**config.mk**
```make
export PLATFORM = sky130hd
export DESIGN_NAME = apb_master_bridge_flat
export DESIGN_NICKNAME = d
export VERILOG_FILES = /design/src/rtl/apb_master_bridge_if.sv /design/src/rtl/apb_master_bridge.sv /design/src/flat_wrapper.sv
export SDC_FILE = /design/constraint.sdc
export NUM_CORES = 1
export LEC_CHECK = 0
export BUFFER_PORTS_ARGS = -buffer_cell sky130_fd_sc_hd__buf_4
export CORE_MARGIN = 2
export CORE_UTILIZATION = 41
export CTS_CLUSTER_SIZE = 25
export DETAILED_ROUTE_END_ITERATION = 10
export PLACE_DENSITY = 0.76
export SYNTH_ARGS = -nofsm -noshare
export SYNTH_HDL_FRONTEND = slang
export SYNTH_SLANG_ARGS = --single-unit
```
**constraint.sdc**
```tcl
create_clock -name PCLK -period 1.49 [get_ports PCLK]
set_input_delay 0.149 -clock PCLK [delete_from_list [all_inputs] [get_ports PCLK]]
set_output_delay 0.149 -clock PCLK [all_outputs]
set_load 0.02 [all_outputs]
```
**src/rtl/apb_master_bridge_if.sv**
```systemverilog
// APB master bridge bus bundle: command channel, response channel and APB pins.
// master modport = bridge side, slave modport = controller/peripheral side.
interface apb_master_bridge_if #(
  parameter int ADDR_W = 32,
  parameter int DATA_W = 8
);
  logic              cmd_valid;
  logic              cmd_ready;
  logic              cmd_write;
  logic [ADDR_W-1:0] cmd_addr;
  logic [DATA_W-1:0] cmd_wdata;
  logic              rsp_valid;
  logic              rsp_ready;
  logic [DATA_W-1:0] rsp_rdata;
  logic              rsp_err;
  logic              PSEL;
  logic              PENABLE;
  logic [ADDR_W-1:0] PADDR;
  logic              PWRITE;
  logic [DATA_W-1:0] PWDATA;
  logic [DATA_W-1:0] PRDATA;
  logic              PREADY;

  modport master (
    input  cmd_valid, cmd_write, cmd_addr, cmd_wdata,
    input  rsp_ready, PRDATA, PREADY,
    output cmd_ready, rsp_valid, rsp_rdata, rsp_err,
    output PSEL, PENABLE, PADDR, PWRITE, PWDATA
  );

  modport slave (
    output cmd_valid, cmd_write, cmd_addr, cmd_wdata,
    output rsp_ready, PRDATA, PREADY,
    input  cmd_ready, rsp_valid, rsp_rdata, rsp_err,
    input  PSEL, PENABLE, PADDR, PWRITE, PWDATA
  );
endinterface

```
**src/rtl/apb_master_bridge.sv**
```systemverilog
// APB initiator: one command -> one SETUP/ACCESS transfer -> one response.
// Ports: PCLK, PRESETN (async low), bus (apb_master_bridge_if.master).
// Optional macro APB_TIMEOUT_EN: abort ACCESS after TIMEOUT_CYCLES with rsp_err.
module apb_master_bridge #(
  parameter int ADDR_W         = 32,
  parameter int DATA_W         = 8,
  parameter int TIMEOUT_CYCLES = 16
) (
  input logic                  PCLK,
  input logic                  PRESETN,
  apb_master_bridge_if.master  bus
);

  if (TIMEOUT_CYCLES < 1) begin : g_bad_cfg
    $error("TIMEOUT_CYCLES must be >= 1");
  end

  typedef enum logic [1:0] {
    S_IDLE,
    S_SETUP,
    S_ACCESS,
    S_RESP
  } state_t;

  state_t            r_state,   w_state_n;
  logic              r_psel,    w_psel_n;
  logic              r_penable, w_penable_n;
  logic [ADDR_W-1:0] r_paddr,   w_paddr_n;
  logic              r_pwrite,  w_pwrite_n;
  logic [DATA_W-1:0] r_pwdata,  w_pwdata_n;
  logic              r_rvalid,  w_rvalid_n;
  logic [DATA_W-1:0] r_rdata,   w_rdata_n;
  logic              r_rerr,    w_rerr_n;

`ifdef APB_TIMEOUT_EN
  localparam int CNT_W = $clog2(TIMEOUT_CYCLES) + 1;
  localparam logic [CNT_W-1:0] CNT_LAST = CNT_W'(TIMEOUT_CYCLES - 1);
  logic [CNT_W-1:0] r_cnt, w_cnt_n;
`endif

  always_comb begin
    w_state_n   = r_state;
    w_psel_n    = r_psel;
    w_penable_n = r_penable;
    w_paddr_n   = r_paddr;
    w_pwrite_n  = r_pwrite;
    w_pwdata_n  = r_pwdata;
    w_rvalid_n  = r_rvalid;
    w_rdata_n   = r_rdata;
    w_rerr_n    = r_rerr;
`ifdef APB_TIMEOUT_EN
    w_cnt_n     = r_cnt;
`endif
    unique case (r_state)
      S_IDLE: begin
        if (bus.cmd_valid) begin
          w_paddr_n  = bus.cmd_addr;
          w_pwrite_n = bus.cmd_write;
          w_pwdata_n = bus.cmd_wdata;
          w_psel_n   = 1'b1;
          w_state_n  = S_SETUP;
        end
      end
      S_SETUP: begin
        w_penable_n = 1'b1;
        w_state_n   = S_ACCESS;
`ifdef APB_TIMEOUT_EN
        w_cnt_n     = '0;
`endif
      end
      S_ACCESS: begin
        if (bus.PREADY) begin
          w_psel_n    = 1'b0;
          w_penable_n = 1'b0;
          w_rvalid_n  = 1'b1;
          w_rdata_n   = r_pwrite ? '0 : bus.PRDATA;
          w_rerr_n    = 1'b0;
          w_state_n   = S_RESP;
        end
`ifdef APB_TIMEOUT_EN
        else if (r_cnt == CNT_LAST) begin
          w_psel_n    = 1'b0;
          w_penable_n = 1'b0;
          w_rvalid_n  = 1'b1;
          w_rdata_n   = '0;
          w_rerr_n    = 1'b1;
          w_state_n   = S_RESP;
        end else begin
          w_cnt_n = r_cnt + 1'b1;
        end
`endif
      end
      S_RESP: begin
        if (bus.rsp_ready) begin
          w_rvalid_n = 1'b0;
          w_state_n  = S_IDLE;
        end
      end
      default: w_state_n = S_IDLE;
    endcase
  end

  always_ff @(posedge PCLK or negedge PRESETN) begin
    if (!PRESETN) begin
      r_state   <= S_IDLE;
      r_psel    <= 1'b0;
      r_penable <= 1'b0;
      r_paddr   <= '0;
      r_pwrite  <= 1'b0;
      r_pwdata  <= '0;
      r_rvalid  <= 1'b0;
      r_rdata   <= '0;
      r_rerr    <= 1'b0;
    end else begin
      r_state   <= w_state_n;
      r_psel    <= w_psel_n;
      r_penable <= w_penable_n;
      r_paddr   <= w_paddr_n;
      r_pwrite  <= w_pwrite_n;
      r_pwdata  <= w_pwdata_n;
      r_rvalid  <= w_rvalid_n;
      r_rdata   <= w_rdata_n;
      r_rerr    <= w_rerr_n;
    end
  end

`ifdef APB_TIMEOUT_EN
  always_ff @(posedge PCLK or negedge PRESETN) begin
    if (!PRESETN) r_cnt <= '0;
    else          r_cnt <= w_cnt_n;
  end
`endif

  assign bus.cmd_ready = (r_state == S_IDLE);
  assign bus.PSEL      = r_psel;
  assign bus.PENABLE   = r_penable;
  assign bus.PADDR     = r_paddr;
  assign bus.PWRITE    = r_pwrite;
  assign bus.PWDATA    = r_pwdata;
  assign bus.rsp_valid = r_rvalid;
  assign bus.rsp_rdata = r_rdata;
  assign bus.rsp_err   = r_rerr;

endmodule

```
**src/flat_wrapper.sv**
```systemverilog
// flat-port wrapper written by rule: the top's interface ports become plain ports
module apb_master_bridge_flat 
#(
  parameter int ADDR_W         = 32,
  parameter int DATA_W         = 8,
  parameter int TIMEOUT_CYCLES = 16
)
  (PCLK, PRESETN, bus_cmd_valid, bus_cmd_write, bus_cmd_addr, bus_cmd_wdata, bus_rsp_ready, bus_PRDATA, bus_PREADY, bus_cmd_ready, bus_rsp_valid, bus_rsp_rdata, bus_rsp_err, bus_PSEL, bus_PENABLE, bus_PADDR, bus_PWRITE, bus_PWDATA);
  apb_master_bridge_if #(.ADDR_W(ADDR_W), .DATA_W(DATA_W)) bus_i ();
  input logic PCLK;
  input logic PRESETN;
  input wire logic [$bits(bus_i.cmd_valid)-1:0] bus_cmd_valid;
  input wire logic [$bits(bus_i.cmd_write)-1:0] bus_cmd_write;
  input wire logic [$bits(bus_i.cmd_addr)-1:0] bus_cmd_addr;
  input wire logic [$bits(bus_i.cmd_wdata)-1:0] bus_cmd_wdata;
  input wire logic [$bits(bus_i.rsp_ready)-1:0] bus_rsp_ready;
  input wire logic [$bits(bus_i.PRDATA)-1:0] bus_PRDATA;
  input wire logic [$bits(bus_i.PREADY)-1:0] bus_PREADY;
  output wire logic [$bits(bus_i.cmd_ready)-1:0] bus_cmd_ready;
  output wire logic [$bits(bus_i.rsp_valid)-1:0] bus_rsp_valid;
  output wire logic [$bits(bus_i.rsp_rdata)-1:0] bus_rsp_rdata;
  output wire logic [$bits(bus_i.rsp_err)-1:0] bus_rsp_err;
  output wire logic [$bits(bus_i.PSEL)-1:0] bus_PSEL;
  output wire logic [$bits(bus_i.PENABLE)-1:0] bus_PENABLE;
  output wire logic [$bits(bus_i.PADDR)-1:0] bus_PADDR;
  output wire logic [$bits(bus_i.PWRITE)-1:0] bus_PWRITE;
  output wire logic [$bits(bus_i.PWDATA)-1:0] bus_PWDATA;
  assign bus_i.cmd_valid = bus_cmd_valid;
  assign bus_i.cmd_write = bus_cmd_write;
  assign bus_i.cmd_addr = bus_cmd_addr;
  assign bus_i.cmd_wdata = bus_cmd_wdata;
  assign bus_i.rsp_ready = bus_rsp_ready;
  assign bus_i.PRDATA = bus_PRDATA;
  assign bus_i.PREADY = bus_PREADY;
  assign bus_cmd_ready = bus_i.cmd_ready;
  assign bus_rsp_valid = bus_i.rsp_valid;
  assign bus_rsp_rdata = bus_i.rsp_rdata;
  assign bus_rsp_err = bus_i.rsp_err;
  assign bus_PSEL = bus_i.PSEL;
  assign bus_PENABLE = bus_i.PENABLE;
  assign bus_PADDR = bus_i.PADDR;
  assign bus_PWRITE = bus_i.PWRITE;
  assign bus_PWDATA = bus_i.PWDATA;
  apb_master_bridge #(.ADDR_W(ADDR_W), .DATA_W(DATA_W), .TIMEOUT_CYCLES(TIMEOUT_CYCLES)) u_core (.PCLK(PCLK), .PRESETN(PRESETN), .bus(bus_i));
endmodule
```
# Yosys cells after proc, flatten, opt, wreduce, memory -nomap -nowiden

Cells that the tools add are included.

Bits in registers: 54

Equality and inequality tests: 6
Mux-type cells: 12
Reductions and logical operators: 10

Operators by type and width:

| kind               | number |
|---|---|
| $reduce_and 3->1   | 3 |
| $mux 8             | 1 |
| $pmux 2 s4         | 1 |
| $mux 2             | 3 |
| $ne 2x2->1 const B | 3 |
| $pmux 1 s2         | 3 |
| $reduce_and 2->1   | 3 |
| $reduce_bool 2->1  | 3 |
| $eq 2x2->1 const B | 2 |
| $mux 1             | 4 |
| $eq 2x1->1 const B | 1 |
| $logic_not 2->1    | 1 |

# Logic depth before layout (Yosys ltp)

Depth after elaboration: 3
Gate-level depth with buffers: 6
Depth with buffers taken out: 5

# Worst setup path after synthesis

Ideal clock, no wire load.

Kind: flip-flop to flip-flop
From: reg u_core.r_state[0]
To: reg u_core.r_paddr[0] (netlist: u_core.bus.PADDR[0])
Buffers on the path: 1
Cell stages (with the launch flop): 6
Data arrival time: 1.339 ns
Data required time: 1.365 ns
Setup time: 0.125 ns
Path slack: 0.026 ns
Path through: dfrtp_1 -> inv_1 -> ha_1 -> nand2_1 -> buf_2 -> mux2_2

Word-level cells in the longest chain between the ends: 2

Ends and longest elaborated chain:

| what                              | RTL line                 | text |
|---|---|---|
| start, declared                   | apb_master_bridge.sv:25  | `state_t r_state, w_state_n;` |
| start signal, assigned            | apb_master_bridge.sv:115 | `r_state <= w_state_n;` |
| $logic_not 2->1                   | apb_master_bridge.sv:54  | `unique case (r_state)` |
| $reduce_and 2->1 (no source line) | -                        |  |
| end signal, assigned              | apb_master_bridge.sv:118 | `r_paddr <= w_paddr_n;` |
| end, declared                     | apb_master_bridge.sv:28  | `logic [ADDR_W-1:0] r_paddr, w_paddr_n;` |

Every way passes these cells.
A chain may end at the register's enable or synchronous reset.

# Final worst setup path

From: reg u_core.r_state[0]
To: reg u_core.r_state[1]

Word-level cells in the longest chain between the ends: 3
Elaborated cells between the ends (all ways): 9
Those cells by class: eq/ne (6); mux (1); reduce/logical (2)

Ends and longest elaborated chain:

| what                                                 | RTL line |
|---|---|
| $eq 2x2->1 / $logic_not 2->1 (equally long branches) | apb_master_bridge.sv:54 |
| $ne 2x2->1 (no source line)                          | - |
| $reduce_and 3->1 (no source line)                    | - |

Several ways; a longest one is shown, not always the timed one.

==> metrics.cfg <==
[final_layout]
multiInputGateArea_sq_um = 803
final_util_pct = 65.0
fin_nets = 327
layout-drive-gt1-share_pct = 63.8
n_antenna_cell = 0
fillCellCount = 420
final_cells = 338
fin_area_sq_mm = 0.00330
syn_to_final_growth_pct = 53.3
seqCellArea_sq_mm = 0.00135

[logic_synthesis]
syn_area_sq_mm = 0.00215
synth_cell_type_count = 17
synth_cells = 151
synth_warnings = 0
synth_seq_cells = 54
ys_seq_area_share_pct = 62.8
synth_nets = 210
avgSynthCellArea_sq_um = 14.3

[timing]
timing.hold.ws_ns = 0.0713
max_freq_mhz = 683
worst_slack_ns = 0.0264
hold_viol = 0
clock-skew-final_ns = 0.00470
rsz0062_at_grt = yes
slew_headroom_pct = 55.5
drv_slew = 0
tightest_slew_ns = 0.667
fin_crit_ns = 1.46
fin_tns_setup_ns = 0
timing.final.crit_share_pct = 98.2
setup_viol = 0

[routing]
wl_microns = 4910
post_drt_wl_per_cell_microns = 14.5
initialDrtViolationCount = 49
dr.pass1.iters = 3
antenna_left = 0
routed_via_density = 4.68
dr_total_vias = 1583
remaining_drc_errors = 0

[worst_setup_path]
r2r_cells = 5
path_class = reg -> reg
r2r_start = u_core.r_state[0]$_DFFE_PN0P_
rrSetupSlack_ns = 0.03
startpoint_type = flip-flop
crit_arrival_ns = 1.66
crit_path_end_kind = flip-flop
r2r_end = u_core.r_state[1]$_DFFE_PN0P_
crit_required_ns = 1.68
crit_fanout = 3

[pwr]
power_mw = 7.51
p_leak_nw = 1.62
power.internal_mw = 4.75
pwr_density_cell_mw_per_mm2 = 2280
ir_drop_v = 0.00113
power_switching_mw = 2.75
power.share.switching_pct = 36.7
clkPwrFrac_pct = 13.3
p_comb_share_pct = 52.1
seqPwrFrac_pct = 34.6

[grt]
overflow = 0
antenna_found_initial = 0
grt_use_total_pct = 17.3
grt_pass1_vias = 1550
grt_max_degree = 55
grt_pass1_wl_microns = 7980

[placement]
place_inst = 326
post-dp-hpwl_microns = 3470
place_congestion = 0.754
dpl_cell_area_sq_mm = 0.00306
port_buffers = 106
pre_cts_slack_ns = -0.0471

[die]
die_y_microns = 76.5
rows = 26
die-area_sq_mm = 0.00584
num_io_pins = 108
initial_core_util_pct = 42.4
die_w_microns = 76.5
core_sq_mm = 0.00507

[status]
status = finished clean

[cts]
clockBufferDepth = 2
clk_latency_ns = 0.30
htreeDepth = 2
cts_tree = yes
clkSinkCount = 54
root_buffer = clkbuf_8
cts_buffers = 5
clk_pin_slew_ns = 0.09

[min_path]
hold_start = bus_cmd_addr[14]
hold_end = u_core.bus.PADDR[14]$_DFFE_PN0P_
min_path_type = in -> reg
holdPathStages = 2

[flow_run]
drv_cap = 0

==> cell usage after synthesis <==
master / instances / area (sq um)
ha_1: 5 / 62.6
inv_1: 6 / 22.5
nor2b_1: 1 / 6.26
o32a_1: 1 / 10.0
mux2_2: 42 / 473
a221oi_2: 1 / 15.0
nand2_1: 10 / 37.5
o21ai_0: 9 / 45.0
buf_2: 5 / 25.0
nand2b_1: 8 / 50.1
nor2_1: 1 / 3.75
a21oi_1: 3 / 15.0
conb_1: 1 / 3.75
dfrtp_1: 54 / 1350
buf_4: 1 / 7.51
o22ai_1: 1 / 6.26
o2bb2ai_1: 2 / 17.5
==> cell families (layout without fill, tap and decap cells) <==
group	count (synthesis)	after routing	synth area share (%)
muxes	42	42	22.0
and+or+nand+nor	20	20	4.54
AOI/OAI and AO/OA	17	17	5.06
DFF	54	54	62.8
buffers and inverters	12	129	2.56
adders and majority gates	5	5	2.91
other	1	1	0.174
==> critical path, stage by stage (launching register included) <==
cell and delay (ns):
dfrtp_1 0.41, buf_6 0.14, ha_4 0.15, nor2b_4 0.13
a221oi_4 0.21, mux2_4 0.32
==> final cells by class <==
cell class	instances	share of cell area, %
well taps	70	2.66
repair buffers	116	27.9
clock buffers	6	2.50
flip-flops and latches	54	41.0
clock inverters	1	0.910
multi-input cells	85	24.4
inverters	6	0.683
==> registers in the layout, indices dropped and copies added, names as in the netlist <==
name and flops:
u_core.r_state 2, u_core.bus.rsp_valid 1, u_core.bus.PENABLE 1, u_core.bus.PWRITE 1, u_core.bus.PWDATA 8, u_core.bus.PADDR 32
u_core.bus.PSEL 1, u_core.bus.rsp_rdata 8
==> placed cells by master, fill, tap and decap left out, drive strengths merged, types with 2 or more instances in the layout <==
cell,synthesis,layout
buf,6,115
dfrtp,54,54
mux2,42,42
nand2,10,10
o21ai,9,9
nand2b,8,8
clkbuf,0,6
inv,6,6
ha,5,5
a21oi,3,3
o2bb2ai,2,2
==> routing by layer <==
layer	routed length (microns)	share of wire [%]	vias up	track usage (%)
li1	-	-	747	-
met3	415	8.5	5	5.21
met2	2290	47	76	27.1
met1	2150	44	755	22.9
met4	53	1.1	0	6.55
met5	0	0	-	0
==> power by group through the flow <==
stage	logic (mW)	registers, mW	clock network (mW)
final	3.91	2.60	0.998
after global routing	4.17	2.71	1.06
after CTS	3.84	2.60	1.03
after detailed placement	3.64	2.64	0
after global placement	3.57	2.61	0
after floorplan	1.18	3.47	0
==> timing repair <==
action                                  in CTS  in global routing
endpoints found under the hold margin       54                  0
gates cloned                                 1                  0
hold buffers                                 1                  0
buffers inserted                             2                  1
pin swaps                                    1                  1
endpoints found under the setup margin      42                 42
gates resized for setup                      9                  7
==> worst max path at each step <==
stage	from	to	slack, ns	depth (start not counted)
4_1_cts	u_core.r_state[0]$_DFFE_PN0P_	u_core.r_state[1]$_DFFE_PN0P_	-0.03	5
5_1_grt	u_core.r_state[0]$_DFFE_PN0P_	u_core.r_state[1]$_DFFE_PN0P_	-0.02	5
6_report	u_core.r_state[0]$_DFFE_PN0P_	u_core.r_state[1]$_DFFE_PN0P_	0.03	5
3_3_place_gp	u_core.r_state[0]$_DFFE_PN0P_	u_core.r_state[1]$_DFFE_PN0P_	0.009	4
2_1_floorplan	u_core.r_state[0]$_DFFE_PN0P_	u_core.bus.PADDR[0]$_DFFE_PN0P_	0.03	5
3_5_place_dp	u_core.r_state[0]$_DFFE_PN0P_	u_core.bus.PADDR[12]$_DFFE_PN0P_	-0.05	5
(Power assumes the default switching activity.)
